===== src/rtl/rst_cipher_stream_pkg.sv =====
// Shared constants, state encoding and character helpers for the RST cipher stream.
// Latency: n/a (declarations and pure functions only).
// Backpressure: n/a.
package rst_cipher_pkg;

  localparam logic [7:0] ASCII_0  = 8'h30;
  localparam logic [7:0] ASCII_9  = 8'h39;
  localparam logic [7:0] ASCII_UA = 8'h41;
  localparam logic [7:0] ASCII_UZ = 8'h5A;
  localparam logic [7:0] ASCII_LA = 8'h61;
  localparam logic [7:0] ASCII_LZ = 8'h7A;

  localparam logic [1:0] ST_OK       = 2'b00;
  localparam logic [1:0] ST_BAD_CHAR = 2'b01;
  localparam logic [1:0] ST_NO_KEY   = 2'b10;

  localparam int KEY_LEN = 12;

  typedef enum logic [1:0] {S_NOKEY, S_CHECK, S_READY} state_t;

  function automatic logic is_alnum(input logic [7:0] c);
    return (c >= ASCII_0 && c <= ASCII_9) || (c >= ASCII_UA && c <= ASCII_UZ) ||
           (c >= ASCII_LA && c <= ASCII_LZ);
  endfunction

  function automatic logic [7:0] to_lower(input logic [7:0] c);
    return (c >= ASCII_UA && c <= ASCII_UZ) ? c + 8'd32 : c;
  endfunction

  // Letters map to cells 0..25, digits to 26..35; only meaningful for alnum input.
  function automatic logic [5:0] char_to_cell(input logic [7:0] c);
    logic [7:0] lc;
    lc = to_lower(c);
    return (lc >= ASCII_LA) ? 6'(lc - ASCII_LA) : 6'(lc - ASCII_0 + 8'd26);
  endfunction

  function automatic logic [7:0] cell_to_char(input logic [5:0] p);
    return (p < 6'd26) ? ASCII_LA + {2'b00, p} : ASCII_0 + {2'b00, p} - 8'd26;
  endfunction

  // Key byte i, with k0 in the most significant byte.
  function automatic logic [7:0] key_byte(input logic [95:0] k, input logic [3:0] i);
    logic [7:0] b;
    b = '0;
    for (int j = 0; j < KEY_LEN; j++) begin
      if (i == 4'(j)) b = k[95-8*j -: 8];
    end
    return b;
  endfunction

  // Row header slot b (0..5) holds key byte 0,10,2,8,4,6; the column slot is the next byte.
  function automatic logic [3:0] row_key_idx(input logic [2:0] b);
    return b[0] ? 4'd11 - {1'b0, b} : {1'b0, b};
  endfunction

endpackage


===== src/rtl/rst_cipher_stream_if.sv =====
// Key, input and output valid/ready channels of the RST cipher stream.
// Latency: n/a (wiring only).
// Backpressure: each channel transfers when its valid and ready are both high.
interface rst_cipher_stream_if;
  logic        key_valid;
  logic        key_ready;
  logic [95:0] key;
  logic        in_valid;
  logic        in_ready;
  logic        in_mode;
  logic [15:0] in_data;
  logic        out_valid;
  logic        out_ready;
  logic [15:0] out_data;
  logic [1:0]  out_status;

  modport master (
    output key_valid, key, in_valid, in_mode, in_data, out_ready,
    input  key_ready, in_ready, out_valid, out_data, out_status
  );

  modport slave (
    input  key_valid, key, in_valid, in_mode, in_data, out_ready,
    output key_ready, in_ready, out_valid, out_data, out_status
  );
endinterface


===== src/rtl/rst_cipher_stream_key_checker.sv =====
// Sequential key validator: one key byte per cycle, alnum and no repeat of an earlier byte.
// Latency: done is high in the 12th cycle after start, with fail valid alongside it.
// Backpressure: none; a new start restarts the scan from byte 0.
module rst_key_checker
  import rst_cipher_pkg::*;
(
  input  logic        clk,
  input  logic        rst_n,
  input  logic        start,
  input  logic [95:0] key,
  output logic        done,
  output logic        fail
);

  logic       running;
  logic [3:0] idx;
  logic       flag;
  logic [7:0] cur;
  logic       dup;
  logic       cur_bad;

  // Evaluate the byte under the cursor against the alnum set and all earlier bytes.
  always_comb begin
    cur = key_byte(key, idx);
    dup = 1'b0;
    for (int j = 0; j < KEY_LEN; j++) begin
      if (4'(j) < idx && key_byte(key, 4'(j)) == cur) dup = 1'b1;
    end
    cur_bad = !is_alnum(cur) || dup;
  end

  assign done = running && (idx == 4'(KEY_LEN - 1));
  assign fail = flag || cur_bad;

  // Walk the cursor across the key and accumulate any flagged byte.
  always_ff @(posedge clk or negedge rst_n) begin
    if (!rst_n) begin
      running <= 1'b0;
      idx     <= '0;
      flag    <= 1'b0;
    end else if (start) begin
      running <= 1'b1;
      idx     <= '0;
      flag    <= 1'b0;
    end else if (running) begin
      flag <= flag || cur_bad;
      if (done) running <= 1'b0;
      else      idx     <= idx + 4'd1;
    end
  end

endmodule


===== src/rtl/rst_cipher_stream.sv =====
// Streaming RST cipher: key install with 12-cycle check, then encrypt/decrypt one char per beat.
// Latency: a beat accepted in cycle N presents its registered result in cycle N+1.
// Backpressure: input stalls while the result is held by out_ready low; key offers win over input.
module rst_cipher_stream
  import rst_cipher_pkg::*;
#(
  parameter int ROT_STEP    = 1,
  parameter bit ALLOW_REKEY = 1'b1
) (
  input  logic                 clk,
  input  logic                 rst_n,
  rst_cipher_stream_if.slave   bus,
  output logic                 key_installed,
  output logic                 err_invalid_key
);

  state_t      state;
  logic [95:0] key_reg;
  logic [2:0]  offset;
  logic        chk_done;
  logic        chk_fail;
  logic        key_acc;
  logic        in_acc;
  logic [5:0]  p_cell;
  logic [7:0]  enc_row;
  logic [7:0]  enc_col;
  logic        enc_ok;
  logic [2:0]  rq;
  logic [2:0]  cq;
  logic        rm;
  logic        cm;
  logic [7:0]  dec_char;

  function automatic logic [2:0] sub6(input logic [2:0] q, input logic [2:0] off);
    return 3'((q >= off) ? {1'b0, q} - {1'b0, off} : {1'b0, q} + 4'd6 - {1'b0, off});
  endfunction

  function automatic logic [2:0] add6(input logic [2:0] b, input logic [2:0] off);
    logic [3:0] s;
    s = {1'b0, b} + {1'b0, off};
    return (s >= 4'd6) ? 3'(s - 4'd6) : 3'(s);
  endfunction

  assign bus.key_ready = (state == S_NOKEY) || (ALLOW_REKEY && state == S_READY);
  assign key_acc       = bus.key_valid && bus.key_ready;
  // Held low while reset is asserted so nothing is offered before the block is live.
  assign bus.in_ready  = rst_n && (state == S_NOKEY || state == S_READY) &&
                         (!bus.out_valid || bus.out_ready) && !key_acc;
  assign in_acc        = bus.in_valid && bus.in_ready;

  rst_key_checker u_chk (
    .clk   (clk),
    .rst_n (rst_n),
    .start (key_acc),
    .key   (key_reg),
    .done  (chk_done),
    .fail  (chk_fail)
  );

  // Encrypt looks headers up through the rotation; decrypt searches the rotated headers.
  always_comb begin
    enc_ok  = is_alnum(bus.in_data[7:0]);
    p_cell  = char_to_cell(bus.in_data[7:0]);
    enc_row = key_byte(key_reg, row_key_idx(sub6(3'(p_cell / 6'd6), offset)));
    enc_col = key_byte(key_reg, row_key_idx(sub6(3'(p_cell % 6'd6), offset)) + 4'd1);
    rq = '0;
    cq = '0;
    rm = 1'b0;
    cm = 1'b0;
    for (int b = 0; b < 6; b++) begin
      if (key_byte(key_reg, row_key_idx(3'(b))) == bus.in_data[15:8]) begin
        rm = 1'b1;
        rq = add6(3'(b), offset);
      end
      if (key_byte(key_reg, row_key_idx(3'(b)) + 4'd1) == bus.in_data[7:0]) begin
        cm = 1'b1;
        cq = add6(3'(b), offset);
      end
    end
    dec_char = cell_to_char(6'(rq) * 6'd6 + 6'(cq));
  end

  // Key-install FSM plus the registered result beat.
  always_ff @(posedge clk or negedge rst_n) begin
    if (!rst_n) begin
      state           <= S_NOKEY;
      key_reg         <= '0;
      offset          <= '0;
      key_installed   <= 1'b0;
      err_invalid_key <= 1'b0;
      bus.out_valid   <= 1'b0;
      bus.out_data    <= '0;
      bus.out_status  <= ST_OK;
    end else begin
      if (bus.out_valid && bus.out_ready) bus.out_valid <= 1'b0;

      if (in_acc) begin
        bus.out_valid <= 1'b1;
        if (state == S_NOKEY) begin
          bus.out_data   <= '0;
          bus.out_status <= ST_NO_KEY;
        end else if (!bus.in_mode) begin
          if (enc_ok) begin
            bus.out_data   <= {enc_row, enc_col};
            bus.out_status <= ST_OK;
            offset         <= add6(offset, 3'(ROT_STEP));
          end else begin
            bus.out_data   <= '0;
            bus.out_status <= ST_BAD_CHAR;
          end
        end else begin
          if (rm && cm) begin
            bus.out_data   <= {8'h00, dec_char};
            bus.out_status <= ST_OK;
            offset         <= add6(offset, 3'(ROT_STEP));
          end else begin
            bus.out_data   <= '0;
            bus.out_status <= ST_BAD_CHAR;
          end
        end
      end

      if (key_acc) begin
        key_reg         <= bus.key;
        err_invalid_key <= 1'b0;
        key_installed   <= 1'b0;
        state           <= S_CHECK;
      end else if (state == S_CHECK && chk_done) begin
        if (chk_fail) begin
          err_invalid_key <= 1'b1;
          state           <= S_NOKEY;
        end else begin
          key_installed <= 1'b1;
          offset        <= '0;
          state         <= S_READY;
        end
      end
    end
  end

endmodule


===== src/flat_wrapper.sv =====
// flat-port wrapper written by rule: the top's interface ports become plain ports
module rst_cipher_stream_flat import rst_cipher_pkg::*;
#(
  parameter int ROT_STEP    = 1,
  parameter bit ALLOW_REKEY = 1'b1
)
  (clk, rst_n, key_installed, err_invalid_key, bus_key_valid, bus_key, bus_in_valid, bus_in_mode, bus_in_data, bus_out_ready, bus_key_ready, bus_in_ready, bus_out_valid, bus_out_data, bus_out_status);
  rst_cipher_stream_if bus_i ();
  input  logic clk;
  input  logic rst_n;
  output logic key_installed;
  output logic err_invalid_key;
  input wire logic [$bits(bus_i.key_valid)-1:0] bus_key_valid;
  input wire logic [$bits(bus_i.key)-1:0] bus_key;
  input wire logic [$bits(bus_i.in_valid)-1:0] bus_in_valid;
  input wire logic [$bits(bus_i.in_mode)-1:0] bus_in_mode;
  input wire logic [$bits(bus_i.in_data)-1:0] bus_in_data;
  input wire logic [$bits(bus_i.out_ready)-1:0] bus_out_ready;
  output wire logic [$bits(bus_i.key_ready)-1:0] bus_key_ready;
  output wire logic [$bits(bus_i.in_ready)-1:0] bus_in_ready;
  output wire logic [$bits(bus_i.out_valid)-1:0] bus_out_valid;
  output wire logic [$bits(bus_i.out_data)-1:0] bus_out_data;
  output wire logic [$bits(bus_i.out_status)-1:0] bus_out_status;
  assign bus_i.key_valid = bus_key_valid;
  assign bus_i.key = bus_key;
  assign bus_i.in_valid = bus_in_valid;
  assign bus_i.in_mode = bus_in_mode;
  assign bus_i.in_data = bus_in_data;
  assign bus_i.out_ready = bus_out_ready;
  assign bus_key_ready = bus_i.key_ready;
  assign bus_in_ready = bus_i.in_ready;
  assign bus_out_valid = bus_i.out_valid;
  assign bus_out_data = bus_i.out_data;
  assign bus_out_status = bus_i.out_status;
  rst_cipher_stream #(.ROT_STEP(ROT_STEP), .ALLOW_REKEY(ALLOW_REKEY)) u_core (.clk(clk), .rst_n(rst_n), .bus(bus_i), .key_installed(key_installed), .err_invalid_key(err_invalid_key));
endmodule

===== config.mk =====
export PLATFORM = sky130hd
export DESIGN_NAME = rst_cipher_stream_flat
export DESIGN_NICKNAME = d
export VERILOG_FILES = /design/src/rtl/rst_cipher_stream_pkg.sv /design/src/rtl/rst_cipher_stream_if.sv /design/src/rtl/rst_cipher_stream_key_checker.sv /design/src/rtl/rst_cipher_stream.sv /design/src/flat_wrapper.sv
export SDC_FILE = /design/constraint.sdc
export NUM_CORES = 1
export LEC_CHECK = 0
export CORE_UTILIZATION = 47
export CTS_BUF_LIST = sky130_fd_sc_hd__clkbuf_16
export DETAILED_ROUTE_END_ITERATION = 7
export PLACE_DENSITY = 0.78
export SLEW_MARGIN = 20
export SYNTH_ARGS = -nofsm -noshare
export SYNTH_HDL_FRONTEND = slang
export SYNTH_SLANG_ARGS = --single-unit

===== constraint.sdc =====
create_clock -name clk -period 5.93 [get_ports clk]
set_clock_uncertainty 0.05 [all_clocks]
set_input_delay 0.593 -clock clk [delete_from_list [all_inputs] [get_ports clk]]
set_output_delay 0.593 -clock clk [all_outputs]
set_load 0.005 [all_outputs]

* Word level (Yosys, flattened, before mapping)
Index checks and enable logic that the tools add are counted.
** Cells by class
- Multiplexer cells :: 120
- Div/mod/pow operators :: 2
- Bitwise operators :: 0
- Equal/unequal tests :: 61
- Magnitude comparators :: 34
- Shift operators :: 0
- Add/subtract/negate cells :: 29
- Multiply operators :: 1
- Reduce and logical (&&, ||, !) cells :: 49
** Operator list (number)
- 2-to-1 mux 8 bit :: 39
- == test 8 bit :: 24
- 2-to-1 mux 3 bit :: 28
- == test 4 x 3 -> 1 bit, second input constant :: 12
- == test 4 bit, second input constant :: 12
- 2-to-1 mux 16 bit :: 3
- >= comparator 8 x 7 -> 1 bit, second input constant :: 5
- 2-to-1 mux 1 bit :: 39
- <= comparator 8 x 7 -> 1 bit, second input constant :: 4
- logical AND 1 bit :: 27
- == test 4 x 2 -> 1 bit, second input constant :: 6
- >= comparator 4 x 3 -> 1 bit, second input constant :: 5
- 2-to-1 mux 4 bit :: 5
- subtractor 3 bit, second input constant :: 6
- >= comparator 8 x 6 -> 1 bit, second input constant :: 2
- <= comparator 8 x 6 -> 1 bit, second input constant :: 2
- < comparator 3 x 4 -> 1 bit, first input constant :: 4
- < comparator 4 bit, first input constant :: 4
- == test 4 x 1 -> 1 bit, second input constant :: 3
- zero test 4 bit :: 3
- subtractor 3 bit :: 4
- subtractor 6 bit, second input constant :: 2
- 2-to-1 mux 2 bit :: 5
- adder 2 x 3 -> 4 bit, first input constant :: 2
- other kinds (28) :: 50
** Storage, ports and cells
- Output and inout port bits :: 23
- Word-level logic and storage cells :: 307
- ROM bits :: 0
- Latch bits :: 0
- Bits of input ports :: 118
- Memories :: 0
- Bits in writable memories :: 0
- Flip-flop bits (word level) :: 128

* Longest topological paths before layout
- Depth in word-level cells :: 32
- Gate-level depth with buffers :: 30
- Depth with buffers taken out :: 28

* Hierarchy
A second synthesis with hierarchy kept.
** Unflattened totals
- Cells, all modules :: 1630
- Area, all modules :: 12727.2 um2
** By module, submodules not included
- rst_cipher_stream :: area each 8780.9 um2, cells an instance 1040, sequential area each 3052.9 um2, instances 1
- rst_key_checker :: area each 3946.3 um2, cells an instance 590, sequential area each 150.1 um2, instances 1

* Least setup slack after synthesis
No wires, ideal clock.
- Kind :: input -> register
- From :: input bus_in_data[0]
- To :: register u_core.bus.out_data[7]
- Required time :: 5.750 ns
- Setup slack :: -1.090 ns
- Data arrival time :: 6.840 ns
- Path buffers :: 2
- Library setup time :: 0.130 ns
- Cell stages on the path :: 27
- Cell sequence :: clkbuf_1 -> inv_1 -> ha_1 -> or3b_4 -> or4_4 -> a41o_4 -> o22ai_1 -> and2_2 -> a21o_1 -> inv_1 -> ha_1 -> o311ai_1 -> o32ai_2 -> or4b_4 -> o21ai_4 -> mux2i_1 -> ha_1 -> o21ai_0 -> nand2b_1 -> a21oi_1 -> xor2_1 -> clkbuf_1 -> mux4_2 -> nor2_1 -> a31oi_1 -> a22oi_1 -> o21ai_0
** Between the ends
- Cells in the longest elaborated chain, start to end :: 29
** RTL lines
- start, declared :: RTL line flat_wrapper.sv:17 : input wire logic [$bits(bus_i.in_data)-1:0] bus_in_data;
- >= comparator 8 x 7 -> 1 bit / <= comparator 8 x 7 -> 1 bit (equally long branches) :: RTL line rst_cipher_stream_pkg.sv:22, rst_cipher_stream_pkg.sv:27
- logical AND 1 bit :: RTL line rst_cipher_stream_pkg.sv:22, rst_cipher_stream_pkg.sv:27
- 2-to-1 mux 8 bit :: RTL line rst_cipher_stream_pkg.sv:27 : return (c >= ASCII_UA && c <= ASCII_UZ) ? c + 8'd32 : c;
- subtractor 6 bit :: RTL line rst_cipher_stream_pkg.sv:34 : return (lc >= ASCII_LA) ? 6'(lc - ASCII_LA) : 6'(lc - ASCII_0 + 8'd26);
- adder 6 x 5 -> 6 bit :: RTL line rst_cipher_stream_pkg.sv:34
- 2-to-1 mux 6 bit :: RTL line rst_cipher_stream_pkg.sv:34
- remainder unit 6 x 3 -> 6 bit :: RTL line rst_cipher_stream.sv:65 : enc_col = key_byte(key_reg, row_key_idx(sub6(3'(p_cell % 6'd6), offset)) + 4'd1);
- adder 3 bit :: RTL line rst_cipher_stream.sv:35 : return 3'((q >= off) ? {1'b0, q} - {1'b0, off} : {1'b0, q} + 4'd6 - {1'b0, off});
- (+2 left out)
- subtractor 4 x 3 -> 4 bit :: RTL line rst_cipher_stream_pkg.sv:53 : return b[0] ? 4'd11 - {1'b0, b} : {1'b0, b};
- 2-to-1 mux 4 bit :: RTL line rst_cipher_stream_pkg.sv:53
- adder 4 x 1 -> 4 bit :: RTL line rst_cipher_stream.sv:65
- zero test 4 bit :: RTL line rst_cipher_stream_pkg.sv:46 : if (i == 4'(j)) b = k[95-8*j -: 8];
- 2-to-1 mux 8 bit (12 in series) :: RTL line rst_cipher_stream_pkg.sv:46
- 2-to-1 mux 16 bit :: RTL line rst_cipher_stream.sv:103 : if (enc_ok) begin
- 2-to-1 mux 16 bit (*) :: RTL line rst_cipher_stream.sv:102 : end else if (!bus.in_mode) begin
- 2-to-1 mux 16 bit (*) :: RTL line rst_cipher_stream.sv:99 : if (state == S_NOKEY) begin
- end signal, assigned :: RTL line rst_cipher_stream.sv:104 : bus.out_data <= {enc_row, enc_col};
- end signal, assigned :: RTL line rst_cipher_stream.sv:113 : bus.out_data <= {8'h00, dec_char};
- end, declared :: RTL line rst_cipher_stream_if.sv:24 : output key_ready, in_ready, out_valid, out_data, out_status
Mark *: on every way between the ends. The rest lies on a longest branch, timed or not.
A chain may end at the register's enable or synchronous reset.

* Worst setup path after layout
- From :: input bus_in_data[0]
- To :: register u_core.bus.out_data[13]
** Between the ends
- Cells in the longest elaborated chain, start to end :: 28
** RTL lines
- >= comparator 8 x 7 -> 1 bit / <= comparator 8 x 7 -> 1 bit (equally long branches) :: RTL line rst_cipher_stream_pkg.sv:22, rst_cipher_stream_pkg.sv:27
- logical AND 1 bit :: RTL line rst_cipher_stream_pkg.sv:22, rst_cipher_stream_pkg.sv:27
- 2-to-1 mux 8 bit :: RTL line rst_cipher_stream_pkg.sv:27
- subtractor 6 bit :: RTL line rst_cipher_stream_pkg.sv:34
- adder 6 x 5 -> 6 bit :: RTL line rst_cipher_stream_pkg.sv:34
- 2-to-1 mux 6 bit :: RTL line rst_cipher_stream_pkg.sv:34
- divider 6 x 3 -> 6 bit :: RTL line rst_cipher_stream.sv:64 : enc_row = key_byte(key_reg, row_key_idx(sub6(3'(p_cell / 6'd6), offset)));
- adder 3 bit :: RTL line rst_cipher_stream.sv:35
- subtractor 3 bit :: RTL line rst_cipher_stream.sv:35
- 2-to-1 mux 3 bit :: RTL line rst_cipher_stream.sv:35
- subtractor 4 x 3 -> 4 bit :: RTL line rst_cipher_stream_pkg.sv:53
- 2-to-1 mux 4 bit :: RTL line rst_cipher_stream_pkg.sv:53
- zero test 4 bit :: RTL line rst_cipher_stream_pkg.sv:46
- 2-to-1 mux 8 bit (12 in series) :: RTL line rst_cipher_stream_pkg.sv:46
- 2-to-1 mux 16 bit (*) :: RTL line rst_cipher_stream.sv:103
- 2-to-1 mux 16 bit (*) :: RTL line rst_cipher_stream.sv:102
- 2-to-1 mux 16 bit (*) :: RTL line rst_cipher_stream.sv:99
Marked as above.

==> flow_results.org <==
** STA
- After layout, the worst setup slack is -7.857 ps.
- Unrepaired setup endpoints after global routing :: yes
- For the pin with the worst max-slew slack, the measured transition is 1044 ps.
- Share of the cycle needed by the critical path after routing :: 100.1%
- Final-report max-slew violation count :: 0
- Hold Vio Cnt, Final :: 2
- After layout, the minimum clock period comes to 5938 ps.
- Maximum clock frequency :: 0.1684 GHz
- Setup violations remaining at the end of the flow were counted as 1.
- Relative slew margins :: 30.37%
- Aggregate negative setup slack :: -7.857 ps
- Final worst hold slack :: -0.7304 ps

** Layout
- Area Growth Syn to Fin :: 28.66%
- At the end of the flow, the number of nets in the layout was 2016.
- Summed area of non-filler cells in the final layout :: 16060 um^2
- Final core utilization :: 61.62%
- Of the cells placed in the final design, the portion with a size suffix greater than 1 is 16.48%.
- The register with the most flip-flops in the layout has 96 of them.

** Worst setup path
- Slack of the worst reg-to-reg path :: 580 ps
- The critical path in this run is classified as primary input to flop.
- At the worst endpoint, the arrival time is 6200 ps.
- Length in cells of the worst reg-to-reg path :: 22
- In this run the worst setup path begins at bus_in_data[0].
- Crit start category :: primary input
- Startpoint of the worst register-to-register path :: u_core.offset[0]
- Required arrival time at the worst endpoint :: 6200 ps
- In this run the worst path has a maximum fanout of 8.
- In this run the critical register-to-register path is captured at u_core.bus.out_data[3].
- The worst setup path is captured at a flop.

** Die
- The initial utilization of the core area, before any placement, comes to 47.89%.
- Die boundary height :: 165.0 um
- X dimension of the die :: 165.0 um
- Pin placement for this block handled 141 I/O pins.
- The floorplan step defined a die boundary enclosing 27210 um^2.
- Row cnt :: 59
- The floorplan step defined a core boundary enclosing 26060 um^2.

** Yosys
- Most instantiated library cell after synthesis :: sky130_fd_sc_hd__nand2_1
- Of the synthesized area, sequential elements account for 25.67%.
- Count of distinct cell types in the synthesized netlist :: 96
- In the synthesized netlist, the number of instances is 1648.
- Summed over its instances, the top area cell type makes up 25.67% of the synthesized netlist area.
- After synthesis, the share of flip-flops with an asynchronous set or reset is 100.0%.
- Dominant cell type by area after synthesis :: sky130_fd_sc_hd__dfrtp_1
- In this run, synthesis produced a sequential element count of 128.
- In this run, synthesis inferred 0 flip-flops with an integrated enable.
- Top cells by area, synth :: sky130_fd_sc_hd__dfrtp_1, sky130_fd_sc_hd__nand2_1, sky130_fd_sc_hd__xor2_1
- The most used flip-flop cell after synthesis is sky130_fd_sc_hd__dfrtp_1.
- When the netlist entered floorplanning its net count stood at 1814.
- Avg Cell Area, Syn :: 7.572 um^2
- The commonest cells after synthesis are sky130_fd_sc_hd__nand2_1, sky130_fd_sc_hd__dfrtp_1, sky130_fd_sc_hd__nor2_1.
- In this run the cell area of the synthesized design comes to 12480 um^2.
- During synthesis, Yosys emitted a total of 0 warnings.

** Clock tree
- At the later pin of the worst-skew pair, clock insertion delay measures 440 ps.
- No sink is reached through more buffers than the 2 on the longest clock path.
- The H-tree was split into 4 levels.
- The clock net in this run drives a total of 128 sinks.
- TritonCTS built the clock tree.
- Buffers inserted during clock tree synthesis total 17.
- Clock-pin slew was measured on the worst setup and hold paths at 60 ps.
- Root cell of the clock tree :: sky130_fd_sc_hd__clkbuf_16

** Power
- Maximum VDD drop :: 288.4 uV
- Summed over all cells, the static leakage comes to 7.161 nW.
- Pwr Density :: 606.8 nW/um^2
- Post-layout power :: 9.744 mW

** GRT
- After global routing the overflow that remains totals 0.
- The number of antenna violations at the first check in global routing is 0.
- Entering global routing, the biggest net connects 105 pins.
- Vias in the first global route :: 12890
- The first global-routing pass estimated 80480 um of wire.
- Global routing consumed, over all layers together, 40.59% of the routing resources.

** Routing
- Before antenna repair, the detailed router went through 6 iterations.
- In the routed layout, each cell is associated on average with a via count of 6.350.
- DR vias :: 13970
- Once detail routing completed, the nets flagged for antenna violations numbered 0.
- In the final routed layout, each cell accounts on average for 24.99 um.
- After detailed routing, the total wire length is 54990 um.
- Post-route DRC violation count :: 0
- Number of DRC violations after detailed-routing iteration 0 :: 1771

** Placement
- Summing all placed instances gives a cell area of 15080 um^2.
- HPWL after detailed placement :: 41520 um
- Placer's final routability congestion estimate :: 1.048
- Input and output buffers added on the ports amount to 140.

** Flow run
- Maximum Capacitance Violations :: 0

** Hold path
- In this run the worst hold path is classified as primary input to async pin.

** Status
- Outcome :: complete, but fails checks
- The checks that failed: hold timing, setup timing.
[cells by family after synthesis]
family	count (synthesis)	share of synthesized area [%]
multiplexers	48	5.153
AND/OR/NAND/NOR	704	26.11
flip-flops	128	25.67
AO/OA/AOI/OAI	376	20.84
adder cells (fa/ha/maj)	48	5.053
XOR/XNOR	164	11.51
buffers and inverters	180	5.665
[cell type report]
cell class | instances | area, um^2
timing repair buffer | 308 | 2740
tap | 335 | 419.2
inverter | 55 | 219.0
multi-input combinational | 1340 | 8886
antenna | 2 | 5.005
clock buffer | 17 | 425.4
fill | 2299 | 10000
sequential | 128 | 3203
clock inverter | 15 | 158.9
[placed cells by master (no fill, tap or decap), drive strengths merged, types with 10 or more instances in the layout]
| cell type | Yosys | layout |
|---|---|---|
| nand3 | 17 | 17 |
| a211oi | 13 | 13 |
| nand4 | 21 | 21 |
| clkdlybuf4s50 | 0 | 132 |
| ha | 44 | 44 |
| and2 | 17 | 17 |
| inv | 54 | 57 |
| a21o | 12 | 12 |
| nor2b | 17 | 17 |
| nand2b | 21 | 21 |
| buf | 32 | 171 |
| mux2i | 23 | 23 |
| nor4 | 21 | 21 |
| nand3b | 10 | 10 |
| o211ai | 18 | 18 |
| xnor2 | 71 | 71 |
| o22ai | 11 | 11 |
| nor2 | 97 | 97 |
| mux4 | 11 | 11 |
| mux2 | 14 | 14 |
| nand2 | 403 | 403 |
| a22oi | 12 | 12 |
| a21oi | 74 | 74 |
| nor3b | 12 | 12 |
| o21ai | 92 | 92 |
| dfrtp | 128 | 128 |
| xor2 | 93 | 93 |
| a311oi | 11 | 11 |
| nor3 | 13 | 13 |
| clkbuf | 93 | 17 |
| a221oi | 10 | 10 |
[metal layers]
layer | share of wire, % | global-route usage (%)
met3 | 13 | 11.95
met4 | 4.7 | 17.97
met5 | 0 | 0
met1 | 41 | 55.28
met2 | 41 | 59.01
[worst max-delay path: stages]
cell                      delay, ps
sky130_fd_sc_hd__buf_8          110
sky130_fd_sc_hd__inv_8           50
sky130_fd_sc_hd__ha_4           120
sky130_fd_sc_hd__or3b_4         370
sky130_fd_sc_hd__buf_6          120
sky130_fd_sc_hd__o31a_1         360
sky130_fd_sc_hd__a21oi_4        270
sky130_fd_sc_hd__a311o_1        150
sky130_fd_sc_hd__o311a_1        220
sky130_fd_sc_hd__a21o_1         170
sky130_fd_sc_hd__inv_2           50
sky130_fd_sc_hd__ha_4           290
sky130_fd_sc_hd__nor4_2          60
sky130_fd_sc_hd__o32ai_2        300
sky130_fd_sc_hd__or4b_4         520
sky130_fd_sc_hd__o21ai_4        200
sky130_fd_sc_hd__buf_4          130
sky130_fd_sc_hd__o21a_1         110
sky130_fd_sc_hd__ha_2           180
sky130_fd_sc_hd__fa_1           460
sky130_fd_sc_hd__xnor2_2        210
sky130_fd_sc_hd__xnor2_2        150
sky130_fd_sc_hd__buf_12         170
sky130_fd_sc_hd__mux4_2         490
sky130_fd_sc_hd__nor2_1         100
sky130_fd_sc_hd__a21oi_1         50
sky130_fd_sc_hd__a22o_1         210
[what timing repair did]
| action | CTS | global route |
|---|---|---|
| gates cloned | 1 | 0 |
| pin swaps | 25 | 30 |
| endpoints found under the hold margin | 0 | 0 |
| hold buffers | 0 | 0 |
| setup endpoints to repair | 16 | 16 |
| resized for setup | 43 | 38 |
| buffers inserted | 12 | 8 |
[report_power, final]
group / leakage (nW) / internal [mW] / switching, mW
Sequential: 1.61 / 1.20 / 0.826
Clock: 0.280 / 0.623 / 0.455
Combinational: 5.27 / 2.73 / 3.90
[metrics by stage]
| stage | instances | setup WS, ps |
|---|---|---|
| 5_1_grt | 2198 | -250.7 |
| 3_5_place_dp | 2146 | -968.8 |
| 6_report | 2200 | -7.857 |
| 3_3_place_gp | 2146 | -800.5 |
| 2_1_floorplan | 1648 | -507.0 |
| 4_1_cts | 2191 | -43.85 |
[worst max-delay path by stage]
| stage | to | slack (ps) | cells past startpoint |
|---|---|---|---|
| after floorplan | u_core.bus.out_data[14] | -510 | 25 |
| after global placement | u_core.bus.out_data[15] | -800 | 25 |
| after detailed placement | u_core.bus.out_data[3] | -970 | 27 |
| after CTS | u_core.bus.out_data[5] | -40 | 27 |
| after global routing | u_core.bus.out_data[2] | -250 | 31 |
| final | u_core.bus.out_data[13] | -8 | 27 |
Note: power is estimated with default switching activity, not from simulation.
